[src/rtl/ledcomm_bridge_ctrl_if.sv]
// Byte handshake bundle between the bridge controller and the UART / ledcomm cores.
interface ledcomm_bridge_ctrl_if;
  // UART side
  logic       serial_valid;
  logic [7:0] serial_data;
  logic       serial_busy;
  logic       serial_rd;
  logic       serial_wr;
  logic [7:0] serial_tx_data;
  // ledcomm side
  logic       ledcomm_valid;
  logic [7:0] ledcomm_rx_data;
  logic       ledcomm_busy;
  logic       ledcomm_link;
  logic       ledcomm_rd;
  logic       ledcomm_wr;
  logic [7:0] ledcomm_tx_data;

  // Bridge controller view
  modport master (
    input  serial_valid, serial_data, serial_busy,
    input  ledcomm_valid, ledcomm_rx_data, ledcomm_busy, ledcomm_link,
    output serial_rd, serial_wr, serial_tx_data,
    output ledcomm_rd, ledcomm_wr, ledcomm_tx_data
  );

  // Core-side view (UART + ledcomm)
  modport slave (
    output serial_valid, serial_data, serial_busy,
    output ledcomm_valid, ledcomm_rx_data, ledcomm_busy, ledcomm_link,
    input  serial_rd, serial_wr, serial_tx_data,
    input  ledcomm_rd, ledcomm_wr, ledcomm_tx_data
  );
endinterface

[src/rtl/ledcomm_bridge_ctrl.sv]
// Bridge between the byte UART and the ledcommflow link: buffered both ways,
// strobe pacing, link-down dropping and an in-band escape command parser that
// drives the ledcomm timebase / charging / darkness settings.
module ledcomm_bridge_ctrl #(
  parameter int unsigned FIFO_AW      = 2,
  parameter logic [7:0]  ESC          = 8'h1B,
  parameter logic [15:0] TIMEBASE_RST = 16'd600,
  parameter logic [15:0] CHARGING_RST = 16'd12
) (
  input  logic                 clk,
  input  logic                 reset,
  ledcomm_bridge_ctrl_if.master bus,
  output logic                 darkness,
  output logic [15:0]          timebase,
  output logic [15:0]          charging,
  output logic [7:0]           drop_count,
  output logic                 cfg_strobe
);

  localparam int unsigned PW    = FIFO_AW + 1;
  localparam int unsigned DEPTH = 1 << FIFO_AW;
  localparam int unsigned SUM_W = 16;

  localparam logic [7:0] CMD_T  = 8'h54;
  localparam logic [7:0] CMD_C  = 8'h43;
  localparam logic [7:0] CMD_D  = 8'h44;
  localparam logic [7:0] CMD_DL = 8'h64;

  typedef enum logic [1:0] {I_IDLE, I_ACK, I_GAP} ing_state_t;
  typedef enum logic [1:0] {P_DATA, P_CMD, P_HI, P_LO} parse_state_t;
  typedef enum logic [1:0] {E_IDLE, E_WR, E_GAP1, E_GAP2} egr_state_t;
  typedef enum logic [1:0] {L_IDLE, L_ACK, L_GAP} lin_state_t;
  typedef enum logic [1:0] {U_IDLE, U_WR, U_GAP1, U_GAP2} uegr_state_t;

  // ---------------------------------------------------------------- TX FIFO (UART -> ledcomm)
  logic [7:0]    tx_mem [DEPTH];
  logic [PW-1:0] tx_wr_ptr, tx_rd_ptr, tx_count;
  logic          tx_full, tx_empty, tx_push, tx_pop, tx_push_ok, tx_pop_ok, tx_flush;
  logic [7:0]    tx_head;

  // ---------------------------------------------------------------- RX FIFO (ledcomm -> UART)
  logic [7:0]    rx_mem [DEPTH];
  logic [PW-1:0] rx_wr_ptr, rx_rd_ptr;
  logic          rx_full, rx_empty, rx_push, rx_pop, rx_push_ok, rx_pop_ok;
  logic [7:0]    rx_head;

  // ---------------------------------------------------------------- link edge detect
  logic link_q;

  // ---------------------------------------------------------------- FSM state
  ing_state_t   i_state, i_next;
  parse_state_t p_state, p_next;
  egr_state_t   e_state, e_next;
  lin_state_t   l_state, l_next;
  uegr_state_t  u_state, u_next;

  logic       i_latch, can_take, byte_v;
  logic [7:0] in_byte;
  logic       e_load, u_load;

  logic        tgt_charging, tgt_next;
  logic [7:0]  hi_byte, hi_next;
  logic [15:0] tb_next, ch_next, cmd_val;
  logic        dk_next, strobe_next, is_data, drop_inc;
  logic [SUM_W-1:0] drop_sum;
  logic [7:0]  drop_next;

  // TX FIFO status and handshake qualification
  assign tx_empty   = (tx_wr_ptr == tx_rd_ptr);
  assign tx_full    = (tx_wr_ptr[FIFO_AW] != tx_rd_ptr[FIFO_AW]) &&
                      (tx_wr_ptr[FIFO_AW-1:0] == tx_rd_ptr[FIFO_AW-1:0]);
  assign tx_head    = tx_mem[tx_rd_ptr[FIFO_AW-1:0]];
  assign tx_count   = tx_wr_ptr - tx_rd_ptr;
  assign tx_pop_ok  = tx_pop && !tx_empty;
  assign tx_push_ok = tx_push && !tx_flush && (!tx_full || tx_pop_ok);

  // RX FIFO status and handshake qualification
  assign rx_empty   = (rx_wr_ptr == rx_rd_ptr);
  assign rx_full    = (rx_wr_ptr[FIFO_AW] != rx_rd_ptr[FIFO_AW]) &&
                      (rx_wr_ptr[FIFO_AW-1:0] == rx_rd_ptr[FIFO_AW-1:0]);
  assign rx_head    = rx_mem[rx_rd_ptr[FIFO_AW-1:0]];
  assign rx_pop_ok  = rx_pop && !rx_empty;
  assign rx_push_ok = rx_push && (!rx_full || rx_pop_ok);

  // Falling link flushes whatever is still queued for the link
  assign tx_flush = link_q && !bus.ledcomm_link;

  // TX FIFO pointers; a flush discards everything up to the write pointer
  always_ff @(posedge clk or posedge reset) begin
    if (reset) begin
      tx_wr_ptr <= '0;
      tx_rd_ptr <= '0;
    end else if (tx_flush) begin
      tx_rd_ptr <= tx_wr_ptr;
    end else begin
      if (tx_push_ok) tx_wr_ptr <= tx_wr_ptr + PW'(1);
      if (tx_pop_ok)  tx_rd_ptr <= tx_rd_ptr + PW'(1);
    end
  end

  // TX FIFO storage
  always_ff @(posedge clk) begin
    if (tx_push_ok) tx_mem[tx_wr_ptr[FIFO_AW-1:0]] <= in_byte;
  end

  // RX FIFO pointers
  always_ff @(posedge clk or posedge reset) begin
    if (reset) begin
      rx_wr_ptr <= '0;
      rx_rd_ptr <= '0;
    end else begin
      if (rx_push_ok) rx_wr_ptr <= rx_wr_ptr + PW'(1);
      if (rx_pop_ok)  rx_rd_ptr <= rx_rd_ptr + PW'(1);
    end
  end

  // RX FIFO storage
  always_ff @(posedge clk) begin
    if (rx_push_ok) rx_mem[rx_wr_ptr[FIFO_AW-1:0]] <= bus.ledcomm_rx_data;
  end

  // Link level history for the edge detector
  always_ff @(posedge clk or posedge reset) begin
    if (reset) link_q <= 1'b0;
    else       link_q <= bus.ledcomm_link;
  end

  // UART ingress: only take a byte when the parser has somewhere to put it
  assign can_take = (p_state != P_DATA) || !tx_full || !bus.ledcomm_link;
  assign byte_v   = (i_state == I_ACK);

  // UART ingress next-state
  always_comb begin
    i_next  = i_state;
    i_latch = 1'b0;
    case (i_state)
      I_IDLE: if (bus.serial_valid && can_take) begin
        i_latch = 1'b1;
        i_next  = I_ACK;
      end
      I_ACK:   i_next = I_GAP;
      I_GAP:   i_next = I_IDLE;
      default: i_next = I_IDLE;
    endcase
  end

  // UART ingress state, byte latch and serial_rd pulse
  always_ff @(posedge clk or posedge reset) begin
    if (reset) begin
      i_state       <= I_IDLE;
      in_byte       <= '0;
      bus.serial_rd <= 1'b0;
    end else begin
      i_state       <= i_next;
      if (i_latch) in_byte <= bus.serial_data;
      bus.serial_rd <= (i_next == I_ACK);
    end
  end

  // Escape parser next-state and config register updates
  always_comb begin
    p_next      = p_state;
    tgt_next    = tgt_charging;
    hi_next     = hi_byte;
    tb_next     = timebase;
    ch_next     = charging;
    dk_next     = darkness;
    strobe_next = 1'b0;
    is_data     = 1'b0;
    cmd_val     = {hi_byte, in_byte};
    if (byte_v) begin
      case (p_state)
        P_DATA: begin
          if (in_byte == ESC) p_next = P_CMD;
          else                is_data = 1'b1;
        end
        P_CMD: begin
          p_next = P_DATA;
          case (in_byte)
            ESC:    is_data = 1'b1;
            CMD_T:  begin tgt_next = 1'b0; p_next = P_HI; end
            CMD_C:  begin tgt_next = 1'b1; p_next = P_HI; end
            CMD_D:  begin dk_next = 1'b1; strobe_next = 1'b1; end
            CMD_DL: begin dk_next = 1'b0; strobe_next = 1'b1; end
            default: ;
          endcase
        end
        P_HI: begin
          hi_next = in_byte;
          p_next  = P_LO;
        end
        P_LO: begin
          p_next = P_DATA;
          if (tgt_charging) begin
            ch_next     = cmd_val;
            strobe_next = 1'b1;
          end else if (cmd_val >= 16'd2) begin
            tb_next     = cmd_val;
            strobe_next = 1'b1;
          end
        end
        default: p_next = P_DATA;
      endcase
    end
    tx_push  = is_data && bus.ledcomm_link;
    drop_inc = is_data && !bus.ledcomm_link;
  end

  // Dropped bytes: link-down data plus whatever a flush threw away, saturating
  assign drop_sum  = SUM_W'(drop_count) + (tx_flush ? SUM_W'(tx_count) : SUM_W'(0)) +
                     SUM_W'(drop_inc);
  assign drop_next = (drop_sum > SUM_W'(255)) ? 8'hFF : drop_sum[7:0];

  // Parser state and config registers
  always_ff @(posedge clk or posedge reset) begin
    if (reset) begin
      p_state      <= P_DATA;
      tgt_charging <= 1'b0;
      hi_byte      <= '0;
      timebase     <= TIMEBASE_RST;
      charging     <= CHARGING_RST;
      darkness     <= 1'b0;
      cfg_strobe   <= 1'b0;
      drop_count   <= '0;
    end else begin
      p_state      <= p_next;
      tgt_charging <= tgt_next;
      hi_byte      <= hi_next;
      timebase     <= tb_next;
      charging     <= ch_next;
      darkness     <= dk_next;
      cfg_strobe   <= strobe_next;
      drop_count   <= drop_next;
    end
  end

  // Ledcomm egress next-state; two gap cycles cover the busy assertion lag
  always_comb begin
    e_next = e_state;
    e_load = 1'b0;
    case (e_state)
      E_IDLE: if (!tx_empty && bus.ledcomm_link && !bus.ledcomm_busy) begin
        e_load = 1'b1;
        e_next = E_WR;
      end
      E_WR:    e_next = E_GAP1;
      E_GAP1:  e_next = E_GAP2;
      E_GAP2:  e_next = E_IDLE;
      default: e_next = E_IDLE;
    endcase
  end
  assign tx_pop = e_load;

  // Ledcomm egress state, data and write strobe
  always_ff @(posedge clk or posedge reset) begin
    if (reset) begin
      e_state             <= E_IDLE;
      bus.ledcomm_tx_data <= '0;
      bus.ledcomm_wr      <= 1'b0;
    end else begin
      e_state        <= e_next;
      if (e_load) bus.ledcomm_tx_data <= tx_head;
      bus.ledcomm_wr <= (e_next == E_WR);
    end
  end

  // Ledcomm ingress next-state; a full RX FIFO leaves the byte in the core
  always_comb begin
    l_next  = l_state;
    rx_push = 1'b0;
    case (l_state)
      L_IDLE: if (bus.ledcomm_valid && !rx_full) begin
        rx_push = 1'b1;
        l_next  = L_ACK;
      end
      L_ACK:   l_next = L_GAP;
      L_GAP:   l_next = L_IDLE;
      default: l_next = L_IDLE;
    endcase
  end

  // Ledcomm ingress state and read strobe
  always_ff @(posedge clk or posedge reset) begin
    if (reset) begin
      l_state        <= L_IDLE;
      bus.ledcomm_rd <= 1'b0;
    end else begin
      l_state        <= l_next;
      bus.ledcomm_rd <= (l_next == L_ACK);
    end
  end

  // UART egress next-state
  always_comb begin
    u_next = u_state;
    u_load = 1'b0;
    case (u_state)
      U_IDLE: if (!rx_empty && !bus.serial_busy) begin
        u_load = 1'b1;
        u_next = U_WR;
      end
      U_WR:    u_next = U_GAP1;
      U_GAP1:  u_next = U_GAP2;
      U_GAP2:  u_next = U_IDLE;
      default: u_next = U_IDLE;
    endcase
  end
  assign rx_pop = u_load;

  // UART egress state, data and write strobe
  always_ff @(posedge clk or posedge reset) begin
    if (reset) begin
      u_state            <= U_IDLE;
      bus.serial_tx_data <= '0;
      bus.serial_wr      <= 1'b0;
    end else begin
      u_state       <= u_next;
      if (u_load) bus.serial_tx_data <= rx_head;
      bus.serial_wr <= (u_next == U_WR);
    end
  end

endmodule

[src/flat_wrapper.sv]
// flat-port wrapper written by rule: the top's interface ports become plain ports
module ledcomm_bridge_ctrl_flat 
#(
  parameter int unsigned FIFO_AW      = 2,
  parameter logic [7:0]  ESC          = 8'h1B,
  parameter logic [15:0] TIMEBASE_RST = 16'd600,
  parameter logic [15:0] CHARGING_RST = 16'd12
)
  (clk, reset, darkness, timebase, charging, drop_count, cfg_strobe, bus_serial_valid, bus_serial_data, bus_serial_busy, bus_ledcomm_valid, bus_ledcomm_rx_data, bus_ledcomm_busy, bus_ledcomm_link, bus_serial_rd, bus_serial_wr, bus_serial_tx_data, bus_ledcomm_rd, bus_ledcomm_wr, bus_ledcomm_tx_data);
  ledcomm_bridge_ctrl_if bus_i ();
  input  logic clk;
  input  logic reset;
  output logic darkness;
  output logic [15:0] timebase;
  output logic [15:0] charging;
  output logic [7:0] drop_count;
  output logic cfg_strobe;
  input wire logic [$bits(bus_i.serial_valid)-1:0] bus_serial_valid;
  input wire logic [$bits(bus_i.serial_data)-1:0] bus_serial_data;
  input wire logic [$bits(bus_i.serial_busy)-1:0] bus_serial_busy;
  input wire logic [$bits(bus_i.ledcomm_valid)-1:0] bus_ledcomm_valid;
  input wire logic [$bits(bus_i.ledcomm_rx_data)-1:0] bus_ledcomm_rx_data;
  input wire logic [$bits(bus_i.ledcomm_busy)-1:0] bus_ledcomm_busy;
  input wire logic [$bits(bus_i.ledcomm_link)-1:0] bus_ledcomm_link;
  output wire logic [$bits(bus_i.serial_rd)-1:0] bus_serial_rd;
  output wire logic [$bits(bus_i.serial_wr)-1:0] bus_serial_wr;
  output wire logic [$bits(bus_i.serial_tx_data)-1:0] bus_serial_tx_data;
  output wire logic [$bits(bus_i.ledcomm_rd)-1:0] bus_ledcomm_rd;
  output wire logic [$bits(bus_i.ledcomm_wr)-1:0] bus_ledcomm_wr;
  output wire logic [$bits(bus_i.ledcomm_tx_data)-1:0] bus_ledcomm_tx_data;
  assign bus_i.serial_valid = bus_serial_valid;
  assign bus_i.serial_data = bus_serial_data;
  assign bus_i.serial_busy = bus_serial_busy;
  assign bus_i.ledcomm_valid = bus_ledcomm_valid;
  assign bus_i.ledcomm_rx_data = bus_ledcomm_rx_data;
  assign bus_i.ledcomm_busy = bus_ledcomm_busy;
  assign bus_i.ledcomm_link = bus_ledcomm_link;
  assign bus_serial_rd = bus_i.serial_rd;
  assign bus_serial_wr = bus_i.serial_wr;
  assign bus_serial_tx_data = bus_i.serial_tx_data;
  assign bus_ledcomm_rd = bus_i.ledcomm_rd;
  assign bus_ledcomm_wr = bus_i.ledcomm_wr;
  assign bus_ledcomm_tx_data = bus_i.ledcomm_tx_data;
  ledcomm_bridge_ctrl #(.FIFO_AW(FIFO_AW), .ESC(ESC), .TIMEBASE_RST(TIMEBASE_RST), .CHARGING_RST(CHARGING_RST)) u_core (.clk(clk), .reset(reset), .bus(bus_i), .darkness(darkness), .timebase(timebase), .charging(charging), .drop_count(drop_count), .cfg_strobe(cfg_strobe));
endmodule
[config.mk]
export PLATFORM = sky130hd
export DESIGN_NAME = ledcomm_bridge_ctrl_flat
export DESIGN_NICKNAME = d
export VERILOG_FILES = /design/src/rtl/ledcomm_bridge_ctrl_if.sv /design/src/rtl/ledcomm_bridge_ctrl.sv /design/src/flat_wrapper.sv
export SDC_FILE = /design/constraint.sdc
export NUM_CORES = 1
export LEC_CHECK = 0
export BUFFER_PORTS_ARGS = -buffer_cell sky130_fd_sc_hd__clkbuf_2
export CAP_MARGIN = 20
export CORE_MARGIN = 1
export CORE_UTILIZATION = 48
export CTS_BUF_LIST = sky130_fd_sc_hd__clkbuf_16
export DETAILED_ROUTE_END_ITERATION = 12
export PLACE_DENSITY = 0.71
export SLEW_MARGIN = 15
export SYNTH_ARGS = -nofsm -noshare
export SYNTH_HDL_FRONTEND = slang
export SYNTH_SLANG_ARGS = --single-unit
[constraint.sdc]
create_clock -name clk -period 3 [get_ports clk]
set_input_delay 0.15 -clock clk [delete_from_list [all_inputs] [get_ports clk]]
set_output_delay 0.15 -clock clk [all_outputs]
set_load 0.05 [all_outputs]
== After elaboration in Yosys (flattened, before gate mapping) ==
Memory sizes are Yosys's and may differ from the RTL's. A register that Yosys moved wholly into a read port is not among the register bits.
Cells that the tools add are included.

* Add/sub/neg operators: 7
* Order comparisons: 2
* Equality and inequality tests: 27
* Muxes and demuxes: 38
* Bitwise logic cells: 2
* Reductions and logical operators: 45

{| class="wikitable"
|+ Operators by type and width
! operator !! count
|-
| == test 8 x 7 -> 1 bit, second input constant || 4
|-
| one-hot mux 2 bit (4 select lines) || 3
|-
| 2-to-1 mux 1 bit || 19
|-
| == test 2 x 1 -> 1 bit, second input constant || 9
|-
| adder 16 x 1 -> 16 bit || 1
|-
| adder 8 x 16 -> 16 bit || 1
|-
| greater-or-equal comparator 16 x 2 -> 1 bit, second input constant || 1
|-
| greater-than comparator 16 x 8 -> 1 bit, second input constant || 1
|-
| logical AND 1 bit || 15
|-
| adder 3 x 1 -> 3 bit, second input constant || 4
|-
| == test 2 bit, second input constant || 6
|-
| 2-to-1 mux 2 bit || 6
|-
| zero test 2 bit || 5
|-
| 2-to-1 mux 3 bit || 3
|-
| AND reduction 3 bit || 3
|-
| == test 8 x 5 -> 1 bit, second input constant || 1
|-
| zero test 1 bit || 8
|-
| 2-to-1 mux 8 bit || 1
|-
| one-hot mux 1 bit (2 select lines) || 4
|-
| one-hot mux 2 bit (2 select lines) || 2
|-
| nonzero test 2 bit || 4
|-
| == test 3 bit || 2
|-
| AND reduction 2 bit || 3
|-
| == test 2 bit || 2
|-
| other kinds (7) || 13
|}

* Bits in registers: 86
* Bits in writable memories: 64
* Output and inout bits: 62
* Word-level logic and storage cells: 145
* Memories: 2

{| class="wikitable"
|+ Memories
! name !! depth !! bits a word !! rd ports !! clocked after memory_dff !! write ports !! RTL line !! RTL
|-
| u_core.rx_mem || 4 || 8 || 1 || 1 || 1 || ledcomm_bridge_ctrl.sv:42 || <nowiki>logic [7:0] rx_mem [DEPTH];</nowiki>
|-
| u_core.tx_mem || 4 || 8 || 1 || 1 || 1 || ledcomm_bridge_ctrl.sv:36 || <nowiki>logic [7:0] tx_mem [DEPTH];</nowiki>
|}

== Longest topological paths before layout ==
Gate-level depths: netlist of run 1.

* Depth after elaboration: 11
* Mapped depth: 12
* Depth with buffers taken out: 12

== Least setup slack after synthesis of run 1 ==
Ideal clock, no wire load.

* Path type: reg2reg
* Start point: register u_core.in_byte[2]
* End point: register u_core.drop_count[6]
* Library setup time: 125 ps
* Arrival time: 2,761 ps
* Slack: 115 ps
* Stages on the path, launching flop included: 11
* Path buffers: 0
* Clock period less this slack: 2,885 ps
* Cell sequence: dfrtp_1 > or3b_1 > o31a_1 > nor4b_1 > fa_1 > inv_1 > fa_1 > inv_1 > a21oi_1 > nor2_1 > mux2_2

* Longest elaborated chain between the ends: 8
* Elaborated cells between the ends (all ways): 9
* Those cells by class: 1 x add/sub; 1 x order compare; 1 x eq/ne; 5 x mux; 1 x reduce/logical

{| class="wikitable"
|+ Ends and longest elaborated chain
! what !! RTL line !! RTL
|-
| start: declaration || ledcomm_bridge_ctrl.sv:58 || <nowiki>logic [7:0] in_byte;</nowiki>
|-
| start signal: assignment || ledcomm_bridge_ctrl.sv:155 || <nowiki>if (i_latch) in_byte <= bus.serial_data;</nowiki>
|-
| == test 8 x 5 -> 1 bit (*) || ledcomm_bridge_ctrl.sv:174, ledcomm_bridge_ctrl.sv:179 ||
|-
| 2-to-1 mux 1 bit (on tied branches) || ledcomm_bridge_ctrl.sv:179, ledcomm_bridge_ctrl.sv:174 ||
|-
| one-hot mux 1 bit (2 select lines) (*) || ledcomm_bridge_ctrl.sv:172 || <nowiki>case (p_state)</nowiki>
|-
| 2-to-1 mux 1 bit (*) || ledcomm_bridge_ctrl.sv:171 || <nowiki>if (byte_v) begin</nowiki>
|-
| logical AND 1 bit (*) || ledcomm_bridge_ctrl.sv:206 || <nowiki>drop_inc = is_data && !bus.ledcomm_link;</nowiki>
|-
| adder 16 x 1 -> 16 bit (*) || ledcomm_bridge_ctrl.sv:210 || <nowiki>assign drop_sum = SUM_W'(drop_count) + (tx_flush ? SUM_W'(tx_count) : SUM_W'(0)) +</nowiki>
|-
| greater-than comparator 16 x 8 -> 1 bit || ledcomm_bridge_ctrl.sv:212 || <nowiki>assign drop_next = (drop_sum > SUM_W'(255)) ? 8'hFF : drop_sum[7:0];</nowiki>
|-
| 2-to-1 mux 8 bit (*) || ledcomm_bridge_ctrl.sv:212 ||
|-
| named net u_core.drop_next[6] || ledcomm_bridge_ctrl.sv:66 || <nowiki>logic [7:0] drop_next;</nowiki>
|-
| end signal: assignment || ledcomm_bridge_ctrl.sv:233 || <nowiki>drop_count <= drop_next;</nowiki>
|-
| end: declaration || ledcomm_bridge_ctrl.sv:16 || <nowiki>output logic [7:0] drop_count,</nowiki>
|}

Mark *: on every way through the listed nets, which the timed path passes. The rest lies on a longest branch.
A chain may end at the register's enable or synchronous reset.

== Final worst setup path of run 1 ==
* Start point: register u_core.in_byte[6]
* End point: register u_core.drop_count[6]

Same word-level chain as after synthesis.

==> results.py, run 1 <==
metrics = {
    "run_status": {
        "status": "finished, final reports clean",
    },
    "layout": {
        "diodes": 0,
        "nets": 602,
        "area_delta_synth_final_pct": 22.9,
        "final_core_util_pct": 60.4,
        "seq_area_um2": 4480,
        "final_cell_mix": "dfrtp_1 (96), clkbuf_2 (84), edfxtp_1 (64)",
        "drive_gt1_share_pct": 41.7,
        "nFillCells": 1079,
        "multi_input_area_um2": 2220,
        "final_common_cell": "dfrtp_1",
        "finalNonFillerCells": 751,
    },
    "clock_tree": {
        "cts_buffer_depth": 2,
        "numCtsBuffers": 17,
        "tritoncts": "done",
        "clkSlewWorstSetupHoldPaths_ns": 0.06,
        "clockRootBuffer": "clkbuf_16",
        "worstSkewPairLatency_ns": 0.42,
        "htree_num_levels": 4,
        "cts.sinks": 166,
    },
    "routing": {
        "antenna_left": 0,
        "vias_per_cell": 5.13,
        "drc": 0,
        "wl_mm": 13.0,
        "routedWlPerCell_um": 17.2,
        "dr.pass1.iters": 4,
        "drtIter0Drc": 214,
        "num_vias": 3855,
    },
    "timing": {
        "hold_viol": 0,
        "fmax_mhz": 344,
        "relSlewSlack_pct": 48.2,
        "tightest_slew_ns": 0.776,
        "fin_crit_ns": 2.91,
        "skew_ns": 0.0116,
        "setup_viol": 0,
        "fin_setup_tns_ns": 0,
        "fin_crit_sh_pct": 97.0,
        "slew_viol_final": 0,
    },
    "global_route": {
        "grt_max_degree": 88,
        "grt_pass1_vias": 4151,
        "grt_overflow": 0,
        "grt_antenna_before_repair": 0,
        "grt_first_pass_wirelength_mm": 21.3,
        "grtUsageTotal_pct": 19.5,
    },
    "yosys": {
        "synth_top_area_share_pct": 35.3,
        "synth_fp_nets": 469,
        "synthArstFlopShare_pct": 61.4,
        "synth-main-ff-cell": "dfrtp_1",
        "ys_types": 47,
        "synth_area_leaders": "dfrtp_1 (35%), edfxtp_1 (28%), mux2_2 (9.1%)",
        "synth_area_um2": 6800,
        "ys_ff_latch": 166,
        "synth.avg_cell_area_um2": 16.0,
        "synthCells": 425,
        "synth_top_area_cell": "dfrtp_1",
        "ys_seq_area_share_pct": 65.9,
        "yosys_warnings": 0,
        "synth_edf_count": 64,
    },
    "setup_path": {
        "cp.required_ns": 3.30,
        "cp-start-kind": "flip-flop",
        "path_max_fanout": 3,
        "worstPathArrival_ns": 3.21,
        "crit_type": "flip-flop to flip-flop",
        "cp-end-kind": "flip-flop",
    },
    "place": {
        "dp_cells": 697,
        "gp_congestion": 0.751,
        "port-buffer-count": 84,
        "dp_hpwl_mm": 8.63,
    },
    "floorplanning": {
        "core_area_um2": 13800,
        "core.rowCount": 43,
        "dieHeight_um": 121,
        "ioPinCount": 85,
        "dieArea_um2": 14600,
        "fp.dieW_um": 121,
        "start_util_pct": 49.2,
    },
    "power_and_ir_drop": {
        "power_mw": 8.27,
        "cellPowerDensity_nw_per_um2": 990,
        "ir_worst_vdd_v": 0.000518,
        "leakage_nw": 3.73,
    },
    "hold_path": {
        "hold_path.class": "primary input to flip-flop",
    },
    "flow_run": {
        "drv_cap": 0,
    },
}
-- path summary, 6_finish.rpt --
kind	to	slack [ns]	cells past startpoint	startpoint
hold reg to reg	u_core.l_state[1]$_DFF_PP0_	0.43	1	u_core.l_state[1]$_DFF_PP0_
hold / removal	u_core.rx_rd_ptr[0]$_DFFE_PP0P_	0.23	4	bus_serial_busy
min in group asynchronous	u_core.bus.serial_wr$_DFF_PP0_	0.42	3	reset
setup reg to reg	u_core.drop_count[6]$_DFF_PP0_	0.09	11	u_core.in_byte[6]$_DFFE_PP0P_
setup / recovery	u_core.drop_count[6]$_DFF_PP0_	0.09	11	u_core.in_byte[6]$_DFFE_PP0P_
max in group asynchronous	u_core.bus.serial_tx_data[6]$_DFFE_PP0P_	1.92	4	reset
-- sequential cells by signal (all words and copies together) (netlist names), 16 cells and up, named ones only --
name and flops:
u_core.charging 16, u_core.timebase 16, u_core.tx_mem 32, u_core.rx_mem 32
-- metal layers --
layer / part of all wire (%) / track usage [%] / wire [µm] / vias to the layer above
met4: 1.2 / 7.95 / 159 / 0
met3: 2.8 / 4.42 / 364 / 12
met5: 0 / 0 / 0 / -
met2: 52 / 32.7 / 6750 / 61
li1: - / - / - / 1803
met1: 44 / 24.6 / 5680 / 1979
-- power breakdown --
group          internal (mW)  switching (mW)
logic                   1.10            1.78
clock network           1.23           0.895
registers               2.94           0.317
total                   5.28            3.00
-- synth_stat cells (2+ instances only) --
cell and n:
dfrtp_1 96, edfxtp_1 64, mux2_2 55, inv_1 19, ha_1 18, nand2_1 18, mux4_2 16, nor2_1 16
mux2_4 10, nand3_1 9, nor2b_1 9, o21ai_0 8, xnor2_1 8, and2_1 7, xor2_1 7, a21oi_1 6
clkbuf_1 6, dfstp_2 6, nand2b_1 4, buf_2 3, fa_1 3, nor3_1 3, nor3b_1 3, a211o_1 2
a21o_1 2, and3_1 2, nand3b_1 2, nand4_1 2, nor4_1 2, o211ai_1 2
-- through the flow --
stage,worst slack (ns),instance area [µm²],hold WS [ns]
5_1_grt,-0.0226,8360,0.243
3_3_place_gp,0.0251,7530,0.362
6_report,0.0904,8360,0.231
2_1_floorplan,0.115,6800,0.181
4_1_cts,0.0366,8290,0.0172
3_5_place_dp,-0.0408,7530,0.374
-- worst max-delay path: stages, from the launching register on --
cell	delay (ns)
dfrtp_1	0.39
or3b_4	0.41
o31a_1	0.32
nor4b_2	0.31
buf_4	0.16
fa_2	0.19
inv_1	0.05
fa_2	0.34
inv_2	0.06
a21oi_2	0.06
nor2_2	0.17
mux2_4	0.32
-- cell families after synthesis --
| group | after synthesis | synth area share (%) |
|---|---|---|
| XOR/XNOR | 16 | 2.17 |
| multiplexers | 81 | 16.6 |
| buffers and inverters | 30 | 2.01 |
| AND/OR/NAND/NOR | 85 | 6.72 |
| adder cells (fa/ha/maj) | 21 | 4.20 |
| flip-flops | 166 | 65.9 |
| AO/OA/AOI/OAI | 26 | 2.39 |
-- final cells by class --
| cell class | count | area share, % |
|---|---|---|
| clock inverter | 15 | 1.86 |
| inverter | 19 | 0.913 |
| clock buffer | 17 | 5.09 |
| timing repair buffer | 125 | 9.28 |
| tap | 180 | 2.70 |
| multi-input combinational | 229 | 26.5 |
| sequential | 166 | 53.6 |
-- timing repair --
action                                 CTS  global route
endpoints found under the hold margin   42            79
pin swaps                                0             5
gates resized for setup                  1             9
setup buffers                            0             3
setup endpoints to repair                1             7
hold buffers                            18             1
Power figures use the tool's default switching activity.
==> run 2: changes to the inputs <==
BUFFER_PORTS_ARGS = unset   (was -buffer_cell sky130_fd_sc_hd__clkbuf_2)
DONT_BUFFER_PORTS = 1   (was unset)
PLACE_DENSITY = 0.65   (was 0.71)
==> results.py, run 2 (synthesis gave the netlist of run 1 again) <==
metrics = {
    "run_status": {
        "status": "finished, final reports clean",
    },
    "setup_path": {
        "endpoint": "u_core.drop_count[6]$_DFF_PP0_",
        "cp.required_ns": 3.30,
        "crit_type": "flip-flop to flip-flop",
        "worstPathArrival_ns": 3.18,
        "r2r_setup_slack_ns": 0.12,
        "r2r_end": "u_core.drop_count[6]$_DFF_PP0_",
        "r2r_cells": 11,
        "path_max_fanout": 3,
        "rr_startpoint": "u_core.in_byte[6]$_DFFE_PP0P_",
        "cp-start-kind": "flip-flop",
        "cp-end-kind": "flip-flop",
        "crit_start": "u_core.in_byte[6]$_DFFE_PP0P_",
    },
    "layout": {
        "diodes": 0,
        "nFillCells": 1037,
        "drive_gt1_share_pct": 31.3,
        "nets": 516,
        "final_common_cell": "dfrtp_1",
        "fin_area_um2": 7970,
        "final_cell_mix": "dfrtp_1 (96), edfxtp_1 (64), mux2_2 (54)",
        "area_delta_synth_final_pct": 17.2,
        "finalNonFillerCells": 665,
    },
    "global_route": {
        "grt_first_pass_wirelength_mm": 20.3,
        "grt_overflow": 0,
        "grtUsageTotal_pct": 18.8,
        "grt_pass1_vias": 3855,
        "grt_antenna_before_repair": 0,
        "grt_max_degree": 69,
    },
    "routing": {
        "wl_met3_um": 529,
        "drc": 0,
        "met1Wirelength_mm": 5.43,
        "top_layer_used": "met4",
        "dr.pass1.iters": 4,
        "antenna_left": 0,
        "routedWlPerCell_um": 18.8,
        "route.met2.wl_mm": 6.39,
        "num_vias": 3522,
        "vias_per_cell": 5.30,
        "drtIter0Drc": 249,
        "wl_mm": 12.5,
    },
    "timing": {
        "setup_viol": 0,
        "fin_crit_ns": 2.88,
        "tightest_slew_ns": 0.853,
        "hold_viol": 0,
        "relSlewSlack_pct": 43.1,
        "skew_ns": 0.00737,
        "slew_viol_final": 0,
        "fin_crit_sh_pct": 95.8,
        "fmax_mhz": 348,
        "whs_ns": 0.0789,
        "rsz0062_at_grt": "false",
    },
    "clock_tree": {
        "clkSlewWorstSetupHoldPaths_ns": 0.06,
        "cts_buffer_depth": 2,
        "numCtsBuffers": 17,
        "worstSkewPairLatency_ns": 0.42,
        "cts.sinks": 166,
        "htree_num_levels": 4,
        "tritoncts": "done",
        "clockRootBuffer": "clkbuf_16",
    },
    "place": {
        "dp_hpwl_mm": 8.16,
        "place_area_um2": 7110,
        "dp_cells": 611,
        "port-buffer-count": 0,
        "gp_congestion": 0.735,
    },
    "power_and_ir_drop": {
        "leakage_nw": 3.37,
        "pwr-share-seq_pct": 48.0,
        "power_frac_clock_pct": 27.0,
        "power.switching_mw": 2.94,
        "cellPowerDensity_nw_per_um2": 1030,
        "p_int_mw": 5.24,
        "swShare_pct": 35.9,
        "ir_worst_vdd_v": 0.000674,
        "power_frac_comb_pct": 25.0,
        "power_mw": 8.17,
    },
    "floorplanning": {
        "dieArea_um2": 14600,
        "core.rowCount": 43,
        "ioPinCount": 85,
        "fp.dieW_um": 121,
        "core_area_um2": 13800,
        "dieHeight_um": 121,
        "start_util_pct": 49.2,
    },
    "flow_run": {
        "drv_cap": 0,
    },
    "hold_path": {
        "hold_path.class": "primary input to flip-flop",
    },
}
run 2: cell types whose count changed in the layout (fill, tap and decap cells not counted), sizes merged:
cell and delta:
clkinv -2, clkbuf -84, buf -2, clkinvlp -1, bufinv +1, inv +2
run 2: layout make-up:
class,instances,area [µm²],area share (%)
clock inverter,15,178,2.23
sequential,166,4480,56.2
inverter,19,73.8,0.926
tap,180,225,2.83
timing repair buffer,39,353,4.43
clock buffer,17,425,5.34
multi-input combinational,229,2230,28.0
run 2: repair_timing:
item | CTS | global route
pin swaps | 0 | 6
buffers inserted | 0 | 3
hold buffers | 19 | 0
resized for setup | 2 | 10
endpoints found under the setup margin | 7 | 7
hold endpoints to repair | 108 | 0
run 2: worst max-delay path, stage by stage, from the launching register on:
cell     delay (ns)
dfrtp_1        0.38
or3b_4         0.41
o31a_1         0.32
nor4b_2        0.31
buf_4          0.16
fa_2           0.19
inv_1          0.06
fa_2           0.35
inv_2          0.08
a21oi_4        0.06
nor2_4         0.13
mux2_4         0.31
run 2: worst min-delay path by stage:
| stage | start | endpoint | slack (ns) | cells past startpoint |
|---|---|---|---|---|
| final | bus_ledcomm_link | u_core.tx_rd_ptr[2]$_DFFE_PP0P_ | 0.08 | 3 |
| after global routing | bus_ledcomm_link | u_core.tx_rd_ptr[2]$_DFFE_PP0P_ | 0.10 | 3 |
| after CTS | bus_ledcomm_link | u_core.tx_rd_ptr[2]$_DFFE_PP0P_ | 0.05 | 3 |
| after detailed placement | bus_ledcomm_link | u_core.link_q$_DFF_PP0_ | 0.18 | 0 |
| after global placement | bus_ledcomm_link | u_core.link_q$_DFF_PP0_ | 0.18 | 0 |
| after floorplan | bus_ledcomm_link | u_core.link_q$_DFF_PP0_ | 0.18 | 0 |
run 2: power by group through the flow:
stage               logic, mW  clock network, mW  registers [mW]
floorplan                1.39                  0            3.91
global placement         1.88                  0            3.94
detailed placement       1.96                  0            3.97
CTS                      2.00               2.26            3.93
global route             2.30               2.34            3.99
finish                   2.04               2.21            3.92
run 2: through the flow:
stage / setup TNS (ns) / util, % / setup slack (ns)
after global placement: -0.0228 / 51.4 / -0.0228
after global routing: 0 / 57.7 / 0.0192
after detailed placement: -0.0971 / 51.4 / -0.0593
after CTS: -0.000722 / 57.2 / -0.000722
final: 0 / 57.7 / 0.125
after floorplan: 0 / - / 0.115
run 2: per-layer routing:
layer	global-route usage, %	vias to the layer above
met2	30.5	59
met1	23.6	1824
met4	7.56	0
li1	-	1630
met3	5.55	9
met5	0	-
